$ cat src/rtl/uart_cmd_arbiter.sv
// uart_cmd_arbiter: round-robin sharing of one uart command port among NUM_REQ requesters.
// Define UART_ARB_TIMEOUT_EN to close unanswered reads with rsp_err after TIMEOUT_CYCLES.
module uart_cmd_arbiter #(
  parameter int NUM_REQ        = 4,
  parameter int CMD_WIDTH      = 16,
  parameter int TIMEOUT_CYCLES = 20000
) (
  input  logic                         clk,
  input  logic                         rst_n,
  input  logic [NUM_REQ-1:0]           req_valid,
  input  logic [NUM_REQ*CMD_WIDTH-1:0] req_data,
  output logic [NUM_REQ-1:0]           req_ready,
  output logic [NUM_REQ-1:0]           rsp_valid,
  output logic [7:0]                   rsp_data,
  output logic                         rsp_err,
  output logic                         busy,
  output logic                         uart_cmd_valid,
  output logic [CMD_WIDTH-1:0]         uart_cmd_data,
  input  logic                         uart_cmd_ready,
  input  logic                         uart_read_valid,
  input  logic [7:0]                   uart_read_data
);
  localparam int IW = $clog2(NUM_REQ);
  typedef enum logic [2:0] {IDLE, ISSUE, WAIT_DONE, WAIT_RD, RESP} state_t;
  state_t state, state_nxt;
  logic [IW-1:0] last_grant, win, idx;
  logic found, grant, captured, have_rd, is_write, to_err;
  logic [7:0] rd_data, rd_sel;
  always_comb begin
    found = 1'b0;
    win = '0;
    idx = '0;
    for (int k = 1; k <= NUM_REQ; k++) begin
      idx = IW'((int'(last_grant) + k) % NUM_REQ);
      if (!found && req_valid[idx]) begin
        found = 1'b1;
        win = idx;
      end
    end
  end
  assign grant     = rst_n && state == IDLE && uart_cmd_ready && found;
  assign req_ready = grant ? NUM_REQ'(1) << win : '0;
  assign busy      = state != IDLE;
  assign is_write  = uart_cmd_data[CMD_WIDTH-1];
  // A pulse arriving in the same cycle it is needed counts as captured.
  assign have_rd   = captured | uart_read_valid;
  assign rd_sel    = captured ? rd_data : uart_read_data;
  always_comb begin
    state_nxt = state;
    case (state)
      IDLE:      state_nxt = grant ? ISSUE : IDLE;
      ISSUE:     state_nxt = WAIT_DONE;
      WAIT_DONE: state_nxt = !uart_cmd_ready ? WAIT_DONE : (is_write || have_rd) ? RESP : WAIT_RD;
      WAIT_RD:   state_nxt = (have_rd || to_err) ? RESP : WAIT_RD;
      RESP:      state_nxt = IDLE;
      default:   state_nxt = IDLE;
    endcase
  end
  always_ff @(posedge clk or negedge rst_n) begin
    if (!rst_n) begin
      state          <= IDLE;
      last_grant     <= IW'(NUM_REQ - 1);
      captured       <= 1'b0;
      rd_data        <= '0;
      uart_cmd_valid <= 1'b0;
      uart_cmd_data  <= '0;
      rsp_valid      <= '0;
      rsp_data       <= '0;
    end else begin
      state          <= state_nxt;
      uart_cmd_valid <= grant;
      rsp_valid      <= state_nxt == RESP ? NUM_REQ'(1) << last_grant : '0;
      rsp_data       <= (state_nxt == RESP && !is_write && !to_err) ? rd_sel : 8'h00;
      if (grant) begin
        last_grant    <= win;
        uart_cmd_data <= req_data[win*CMD_WIDTH +: CMD_WIDTH];
        captured      <= 1'b0;
      end else if ((state == WAIT_DONE || state == WAIT_RD) && uart_read_valid && !captured) begin
        captured <= 1'b1;
        rd_data  <= uart_read_data;
      end
    end
  end
`ifdef UART_ARB_TIMEOUT_EN
  logic [14:0] timer;
  assign to_err = state == WAIT_RD && !have_rd && timer == 15'(TIMEOUT_CYCLES - 1);
  always_ff @(posedge clk or negedge rst_n) begin
    if (!rst_n) begin
      timer   <= '0;
      rsp_err <= 1'b0;
    end else begin
      timer   <= state == WAIT_RD ? timer + 15'd1 : '0;
      rsp_err <= to_err;
    end
  end
`else
  assign to_err  = 1'b0;
  assign rsp_err = 1'b0;
`endif
endmodule

$ cat config.mk
export PLATFORM = sky130hd
export DESIGN_NAME = uart_cmd_arbiter
export DESIGN_NICKNAME = d
export VERILOG_FILES = /design/src/rtl/uart_cmd_arbiter.sv
export SDC_FILE = /design/constraint.sdc
export NUM_CORES = 1
export LEC_CHECK = 0
export BUFFER_PORTS_ARGS = -buffer_cell sky130_fd_sc_hd__buf_2
export CORE_UTILIZATION = 53
export CTS_CLUSTER_SIZE = 10
export DETAILED_ROUTE_END_ITERATION = 12
export GPL_TIMING_DRIVEN = 0
export PLACE_DENSITY = 0.91
export SYNTH_ARGS = -nofsm -noshare
export SYNTH_HDL_FRONTEND = slang
export SYNTH_SLANG_ARGS = --single-unit
$ cat constraint.sdc
create_clock -name clk -period 8.53 [get_ports clk]
set_input_delay 2.1325 -clock clk [delete_from_list [all_inputs] [get_ports clk]]
set_output_delay 2.1325 -clock clk [all_outputs]
set_load 0.02 [all_outputs]
# == Yosys cells after proc, flatten, opt, wreduce, memory -nomap -nowiden ==
# Cells that the tools add are included.
# totals
regBits,43
in_bits,80
out_inout_bits,35
word_cells,72
# classes
add_sub_neg,4
magnitude_cmp,4
eq_ne,4
shifts,3
n_mux,27
n_bitwise,2
n_reduce_logical,20
# ops
cell,count
64-bit by 7-bit variable part select with 16-bit output,1
8-bit 2-to-1 mux,2
"2-bit by 3-bit < comparator with 1-bit output, second input constant",4
3-bit one-hot mux with 4 select lines,1
1-bit 2-to-1 mux,11
1-bit logical AND,9
3-bit 2-to-1 mux,3
1-bit binary-select mux with 2-bit select,4
2-bit 2-to-1 mux,4
4-bit 2-to-1 mux,2
"1-bit by 2-bit left shift with 4-bit output, first input constant",2
"3-bit by 2-bit equality test with 1-bit output, second input constant",2
1-bit zero test,5
"2-bit by 1-bit adder with 2-bit output, second input constant",2
"2-bit adder, second input constant",2
"3-bit by 1-bit equality test with 1-bit output, second input constant",1
"3-bit equality test, second input constant",1
3-bit zero test,1
3-bit nonzero test,1
1-bit logical OR,2
2-bit AND reduction,1
2-bit nonzero test,1
1-bit NOT,1
1-bit bitwise OR,1

# == Depth between registers and ports, before layout ==
# Gate-level depths: netlist of run 1.
# logic_depth
word_depth,19
ltp_mapped,14
depth_no_buf,8

# == Worst setup path before layout of run 1 ==
# No wires, ideal clock.
# synth_path
kind,input to output
startpoint,in req_valid[1]
endpoint,out req_ready[3]
arrival_ns,3.976
t_required_ns,6.398
slack_ns,2.422
path_stages,7
n_path_buf,2
cell_sequence,clkbuf_1 > mux4_2 > or3_1 > buf_2 > o21ai_1 > nand2_1 > a21oi_1
# synth_via
elab_chain_len,14
elab_cells_between_ends,25
cone_classes,shift: 1; mux: 17; reduce/logical: 7
# synth_rtl
item,line,rtl
from (decl),10,"input logic [NUM_REQ-1:0] req_valid,"
1-bit binary-select mux with 2-bit select,35,if (!found && req_valid[idx]) begin
1-bit 2-to-1 mux (not written as such),35,
1-bit 2-to-1 mux,35,
1-bit zero test,35,
1-bit logical AND,35,
1-bit 2-to-1 mux,35,
1-bit zero test,35,
1-bit logical AND,35,
1-bit 2-to-1 mux,35,
1-bit zero test,35,
1-bit logical AND,35,
2-bit 2-to-1 mux / 1-bit 2-to-1 mux (equally long branches),35,
1-bit by 2-bit left shift with 4-bit output / 1-bit logical AND (equally long branches),"42, 41",
4-bit 2-to-1 mux (*),42,assign req_ready = grant ? NUM_REQ'(1) << win : '0;
to (decl),12,"output logic [NUM_REQ-1:0] req_ready,"
# Mark *: on every way between the ends. The rest lies on a longest branch, timed or not. The select of a mux whose other input is x is not followed.

# == Worst setup path after layout of run 1 ==
# layout_path
startpoint,in rst_n
endpoint,out req_ready[0]
# layout_via
elab_chain_len,4
# layout_rtl
item,line,rtl
from (decl),9,"input logic rst_n,"
1-bit logical AND (3 in series),41,assign grant = rst_n && state == IDLE && uart_cmd_ready && found;
4-bit 2-to-1 mux,42,
# Every way passes these cells.

==> flow_summary.json, run 1 <==
{
  "crit_path_start_kind": "input pin",
  "grt_use_total": 0.297,
  "ant_nets": 0,
  "p_per_area_nw_per_um2": 361,
  "fmax_mhz": 154,
  "antenna_found_initial": 0,
  "coreArea_sq_um": 5140,
  "wl_per_cell_um": 16.1,
  "cp-endpoint": "req_ready[0]",
  "syn_area_sq_um": 2840,
  "synthCells": 305,
  "io_pins": 115,
  "min_period_ns": 6.48,
  "yosys_register_bits": 43,
  "use_met3": 0.0830,
  "synth_edf_count": 0,
  "hpwlAfterDp_um": 5900,
  "post_cts_resized": 0,
  "cts_buffers": 5,
  "dieHeight_um": 75.2,
  "io_buffers": 113,
  "rr_endpoint": "uart_cmd_data[5]$_DFFE_PN0P_",
  "synth_top_area_cell": "dfrtp_1",
  "fin_cells": 496,
  "cts.htree.levels": 2,
  "period_share": 0.759,
  "design.die.area_sq_um": 5650,
  "cap_violations": 0,
  "grt_pass1_wl_um": 12600,
  "setup_violations": 0,
  "crit_chain": "buf_2 -> nand3_1 -> a2111oi_2 -> a31oi_4 -> nor2_1 -> buf_2",
  "synthFlopType": "dfrtp_1",
  "crit_slowest_cell": "buf_2",
  "worst_slew_pin_slew_ns": 0.979,
  "synthTopCellsByArea": "dfrtp_1 (36%), mux2i_1 (6.7%), nand2_1 (6.5%)",
  "postPlaceCellArea_sq_um": 3490,
  "p_leak_uw": 0.00181,
  "power.switching_uw": 610,
  "crit_path_frequent_cell": "buf_2",
  "rsz0062_at_grt": "no",
  "pwr-share-seq": 0.255,
  "start_util": 0.552,
  "cts_tree": "built",
  "fin_util": 0.700,
  "first_iter_violations": 242,
  "pwr-share-clk": 0.123,
  "skew_ns": 0.0116,
  "critical_path_required_ns": 6.40,
  "synth_cell_type_count": 54,
  "drt_pass1_iterations": 5,
  "p_int_uw": 690,
  "num_vias": 2971,
  "yosysWarningCount": 0,
  "slowest_delay_ns": 0.73,
  "clockRootBuffer": "clkbuf_8",
  "wirelength_um": 7980,
  "nFillCells": 403,
  "worst-endpoint-arrival_ns": 4.35,
  "syn_nets": 389,
  "vdd_drop_max_uv": 244,
  "finalMaxSlewViolations": 0,
  "synth_top_cell_area_share": 0.362,
  "diodes": 0,
  "remaining_drc_errors": 0,
  "fin_nets": 509,
  "avgSynthCellArea_sq_um": 9.30,
  "grt_pass1_vias": 2755,
  "grt-busiest-layer": "met2",
  "seq_area_frac_synth": 0.380,
  "worst_hold_slack_ns": 0.471,
  "placementRows": 26,
  "cts_buffer_depth": 2,
  "setup_tns_ns": 0,
  "fp.dieW_um": 75.2,
  "async_flop_share": 1.00,
  "crit_fanout": 45,
  "holdCritPathClass": "flip-flop to flip-flop",
  "clk_transition_reported_paths_ns": 0.07,
  "grtUsageMet2": 0.524,
  "sw_frac_of_total": 0.469,
  "cts.sinks": 43,
  "areaGrowthSynthToFinish_pct": 26.9,
  "viasPerCell": 5.99,
  "path_class": "input pin to output pin",
  "cp-end-kind": "output pin",
  "fin_area_sq_um": 3600,
  "outcome": "finished, final reports clean",
  "combPwrFrac": 0.621,
  "insertion_delay_ns": 0.30,
  "max_slew_margin": 0.347,
  "hold_buffers": 0,
  "dp_cells": 488,
  "gp_congestion": 0.852,
  "grt_max_degree": 46,
  "grt-ovfl-total": 0,
  "reg2reg_slack_ns": 4.39,
  "ff2ff_path_depth": 12,
  "grt_use_met1": 0.360,
  "cts_setup_buffers": 0,
  "timing.final.hold_violations": 0,
  "drive_above_1_share": 0.380,
  "cp-startpoint": "rst_n",
  "r2r-start": "last_grant[0]$_DFFE_PN1P_"
}
-- metrics by stage --
stage	total power, uW	setup WS [ns]
2_1_floorplan	919	2.42
3_3_place_gp	1100	2.08
3_5_place_dp	1130	2.07
4_1_cts	1290	2.06
5_1_grt	1390	1.86
6_report	1300	2.05
-- cell usage after synthesis (3+ instances only) --
| master | instances |
|---|---|
| a221oi_1 | 5 |
| buf_2 | 9 |
| o311a_1 | 8 |
| a21oi_1 | 18 |
| mux2i_1 | 19 |
| clkbuf_1 | 9 |
| mux4_2 | 4 |
| mux2_2 | 8 |
| a22oi_1 | 9 |
| ha_1 | 4 |
| o221ai_1 | 14 |
| and2_1 | 5 |
| nor2_1 | 20 |
| dfrtp_1 | 41 |
| o21ai_0 | 9 |
| inv_1 | 16 |
| a31o_2 | 9 |
| buf_1 | 3 |
| nand2_1 | 49 |
-- flip-flops by register name, indices dropped and copies added, names as in the netlist --
name / count
last_grant: 2
state: 3
rsp_data: 8
rd_data: 8
uart_cmd_data: 16
rsp_valid: 4
captured: 1
uart_cmd_valid: 1
-- routing by layer --
metal,vias up,part of all wire
met5,-,0
met4,0,0.011
met3,12,0.095
met2,156,0.50
met1,1441,0.39
li1,1362,-
-- power by group through the flow --
stage	sequential [uW]	clock (uW)	combinational (uW)
after CTS	330	160	801
after global routing	340	170	880
after floorplan	382	0	537
final	332	160	808
after detailed placement	333	0	796
after global placement	329	0	767
-- logic make-up after synthesis --
kind of cell	after synthesis	synth area share
compound gates	92	0.252
fa+ha+maj	4	0.0176
mux	31	0.131
flops	43	0.380
xor+xnor	1	0.00309
buf+inv	40	0.0635
simple gates	93	0.151
other cells	1	0.00132
-- cell type report --
class                      count  area, sq um  area share
multi-input combinational    222         1580       0.438
sequential                    43         1080       0.300
timing repair buffer         113          566       0.157
buffer                        24          120      0.0334
tap                           70         87.6      0.0243
clock buffer                   6         72.6      0.0202
inverter                      16         60.1      0.0167
clock inverter                 2         37.5      0.0104
-- cells in the final DEF (no fill, tap or decap), types with 8 or more instances in the layout --
cell type / count
nor2_1: 20
inv_1: 16
a31o_2: 9
buf_2: 122
o311a_1: 8
o21ai_0: 9
o221ai_1: 14
dfrtp_1: 41
clkbuf_1: 10
nand2_1: 49
a21oi_1: 18
mux2_2: 8
a22oi_1: 9
mux2i_1: 19
-- critical path: cells and delay by family --
family / cells / cell delay [ns]
simple gates: 2 / 0.65
compound gates: 2 / 0.58
buf+inv: 2 / 0.96
-- worst min path at each step --
stage / endpoint / from / depth (start not counted)
finish: state[1]$_DFF_PN0_ / state[2]$_DFF_PN0_ / 1
global route: state[1]$_DFF_PN0_ / state[2]$_DFF_PN0_ / 1
CTS: state[1]$_DFF_PN0_ / state[2]$_DFF_PN0_ / 1
detailed placement: state[1]$_DFF_PN0_ / state[2]$_DFF_PN0_ / 1
global placement: state[1]$_DFF_PN0_ / state[2]$_DFF_PN0_ / 1
floorplan: state[1]$_DFF_PN0_ / state[2]$_DFF_PN0_ / 1
No activity file was read; power rests on OpenSTA's default activity.
==> run 2: changes to the inputs <==
CORE_UTILIZATION = 44   (was 53)
PLACE_DENSITY = 0.81   (was 0.91)
clock period = 5.66 ns   (was 8.53 ns; I/O delays follow)
==> flow_summary.json, run 2 (synthesis results as in run 1) <==
{
  "hpwlAfterDp_um": 6010,
  "worst_slew_pin_slew_ns": 0.992,
  "grt-ovfl-total": 0,
  "wirelength_um": 8030,
  "io_pins": 115,
  "io_buffers": 113,
  "vdd_drop_max_uv": 289,
  "min_period_ns": 5.47,
  "cts_tree": "built",
  "largest_reg_flops": 16,
  "period_share": 0.966,
  "fp.dieW_um": 82.3,
  "fin_nets": 509,
  "layout_common_cells": "buf_2 (123), nand2_1 (48), dfrtp_1 (41)",
  "p_leak_uw": 0.00181,
  "cts_setup_buffers": 0,
  "antenna_found_initial": 0,
  "dieHeight_um": 82.3,
  "largest-register": "uart_cmd_data",
  "place_ws_ns": 0.242,
  "grt_use_total": 0.242,
  "r2r-start": "last_grant[0]$_DFFE_PN1P_",
  "wl_per_cell_um": 16.0,
  "placementRows": 28,
  "setup_tns_ns": 0,
  "cts.sinks": 43,
  "finalMaxSlewViolations": 0,
  "clk_transition_reported_paths_ns": 0.08,
  "cp-end-kind": "output pin",
  "rr_endpoint": "uart_cmd_data[5]$_DFFE_PN0P_",
  "critical_path_required_ns": 4.24,
  "hold_path.startpoint": "state[2]$_DFF_PN0_",
  "num_vias": 2907,
  "max_slew_margin": 0.339,
  "clockRootBuffer": "clkbuf_8",
  "gp_congestion": 0.813,
  "insertion_delay_ns": 0.30,
  "hold_buffers": 0,
  "whs_path_depth": 1,
  "grt_max_degree": 46,
  "cp-startpoint": "last_grant[0]$_DFFE_PN1P_",
  "final_common_cell": "buf_2",
  "rsz0062_at_grt": "no",
  "coreArea_sq_um": 6060,
  "start_util": 0.468,
  "setup_violations": 0,
  "path_class": "flip-flop to output pin",
  "remaining_drc_errors": 0,
  "cap_violations": 0,
  "reg_top3": "uart_cmd_data: 16 flops, rd_data: 8 flops, rsp_data: 8 flops",
  "cts_buffer_depth": 2,
  "crit_path_start_kind": "flip-flop",
  "grt_pass1_wl_um": 12300,
  "p_per_area_nw_per_um2": 534,
  "cts_buffers": 5,
  "reg2reg_slack_ns": 1.64,
  "drt_pass1_iterations": 5,
  "viasPerCell": 5.80,
  "first_iter_violations": 145,
  "ant_nets": 0,
  "skew_ns": 0.00707,
  "power.total_uw": 1920,
  "hold_end": "state[1]$_DFF_PN0_",
  "drive_above_1_share": 0.390,
  "holdCritPathClass": "flip-flop to flip-flop",
  "cts.htree.levels": 2,
  "worst-endpoint-arrival_ns": 4.05,
  "ff2ff_path_depth": 12,
  "grt_pass1_vias": 2602,
  "areaGrowthSynthToFinish_pct": 26.9,
  "outcome": "finished, final reports clean",
  "timing.final.hold_violations": 0,
  "fmax_mhz": 183,
  "setup_slack_ns": 0.190,
  "crit_fanout": 11,
  "diodes": 0,
  "design.die.area_sq_um": 6770
}
## run 2: cell count changes in the layout (fill, tap and decap cells not counted)
cell / delta
nand2_2: +1
clkbuf_2: +1
clkbuf_1: -3
buf_2: +1
clkinv_4: +1
clkbuf_8: +1
nand2_1: -1
bufinv_16: -1
## run 2: per-stage QoR
stage	area [sq um]	hold WS, ns	cells	util
floorplan	2840	0.427	305	-
global placement	3500	0.440	493	0.577
detailed placement	3500	0.455	493	0.577
CTS	3600	0.466	501	0.593
global route	3600	0.492	501	0.594
finish	3600	0.472	501	0.594
## run 2: worst max-delay path by stage
stage | endpoint | slack, ns
2_1_floorplan | req_ready[3] | 0.78
3_3_place_gp | req_ready[3] | 0.37
3_5_place_dp | req_ready[3] | 0.24
4_1_cts | req_ready[3] | 0.008
5_1_grt | req_ready[3] | 0.005
6_report | req_ready[3] | 0.19
## run 2: cell type report
cell class | instances | area (sq um)
Fill cell | 544 | 2460
Multi-Input combinational cell | 222 | 1580
Sequential cell | 43 | 1080
Timing Repair Buffer | 113 | 566
Buffer | 24 | 123
Tap cell | 75 | 93.8
Clock buffer | 6 | 82.6
Inverter | 16 | 60.1
Clock inverter | 2 | 16.3
## run 2: critical path, cell delays in order, from the launching register on
cell      delay (ns)
dfstp_2         0.55
buf_2           0.21
inv_1           0.08
clkbuf_2        0.22
buf_2           0.26
ha_1            0.32
buf_6           0.13
mux4_2          0.55
o21ba_2         0.26
or3_1           0.33
buf_2           0.19
o21ai_1         0.15
nand2_2         0.16
a21oi_1         0.17
buf_2           0.19
## run 2: power breakdown
| part | leakage (uW) | total, uW | internal [uW] | switching [uW] |
|---|---|---|---|---|
| Sequential | 0.000543 | 496 | 429 | 66.8 |
| Combinational | 0.00122 | 1220 | 481 | 736 |
| Clock | 0.0000474 | 209 | 99.7 | 109 |
| Total | 0.00181 | 1920 | 1010 | 911 |
## run 2: what timing repair did
item                       CTS  global route
resized for setup            1             4
gates cloned                 0             0
setup endpoints to repair    2             3
## run 2: metal layers
| layer | vias to the layer above | GRT usage | wire length, um | share of wire |
|---|---|---|---|---|
| met2 | 152 | 0.410 | 3990 | 0.50 |
| met5 | - | 0 | 0 | 0 |
| met4 | 0 | 0.0807 | 72 | 0.0090 |
| li1 | 1360 | - | - | - |
| met3 | 6 | 0.0516 | 697 | 0.087 |
| met1 | 1389 | 0.306 | 3270 | 0.41 |
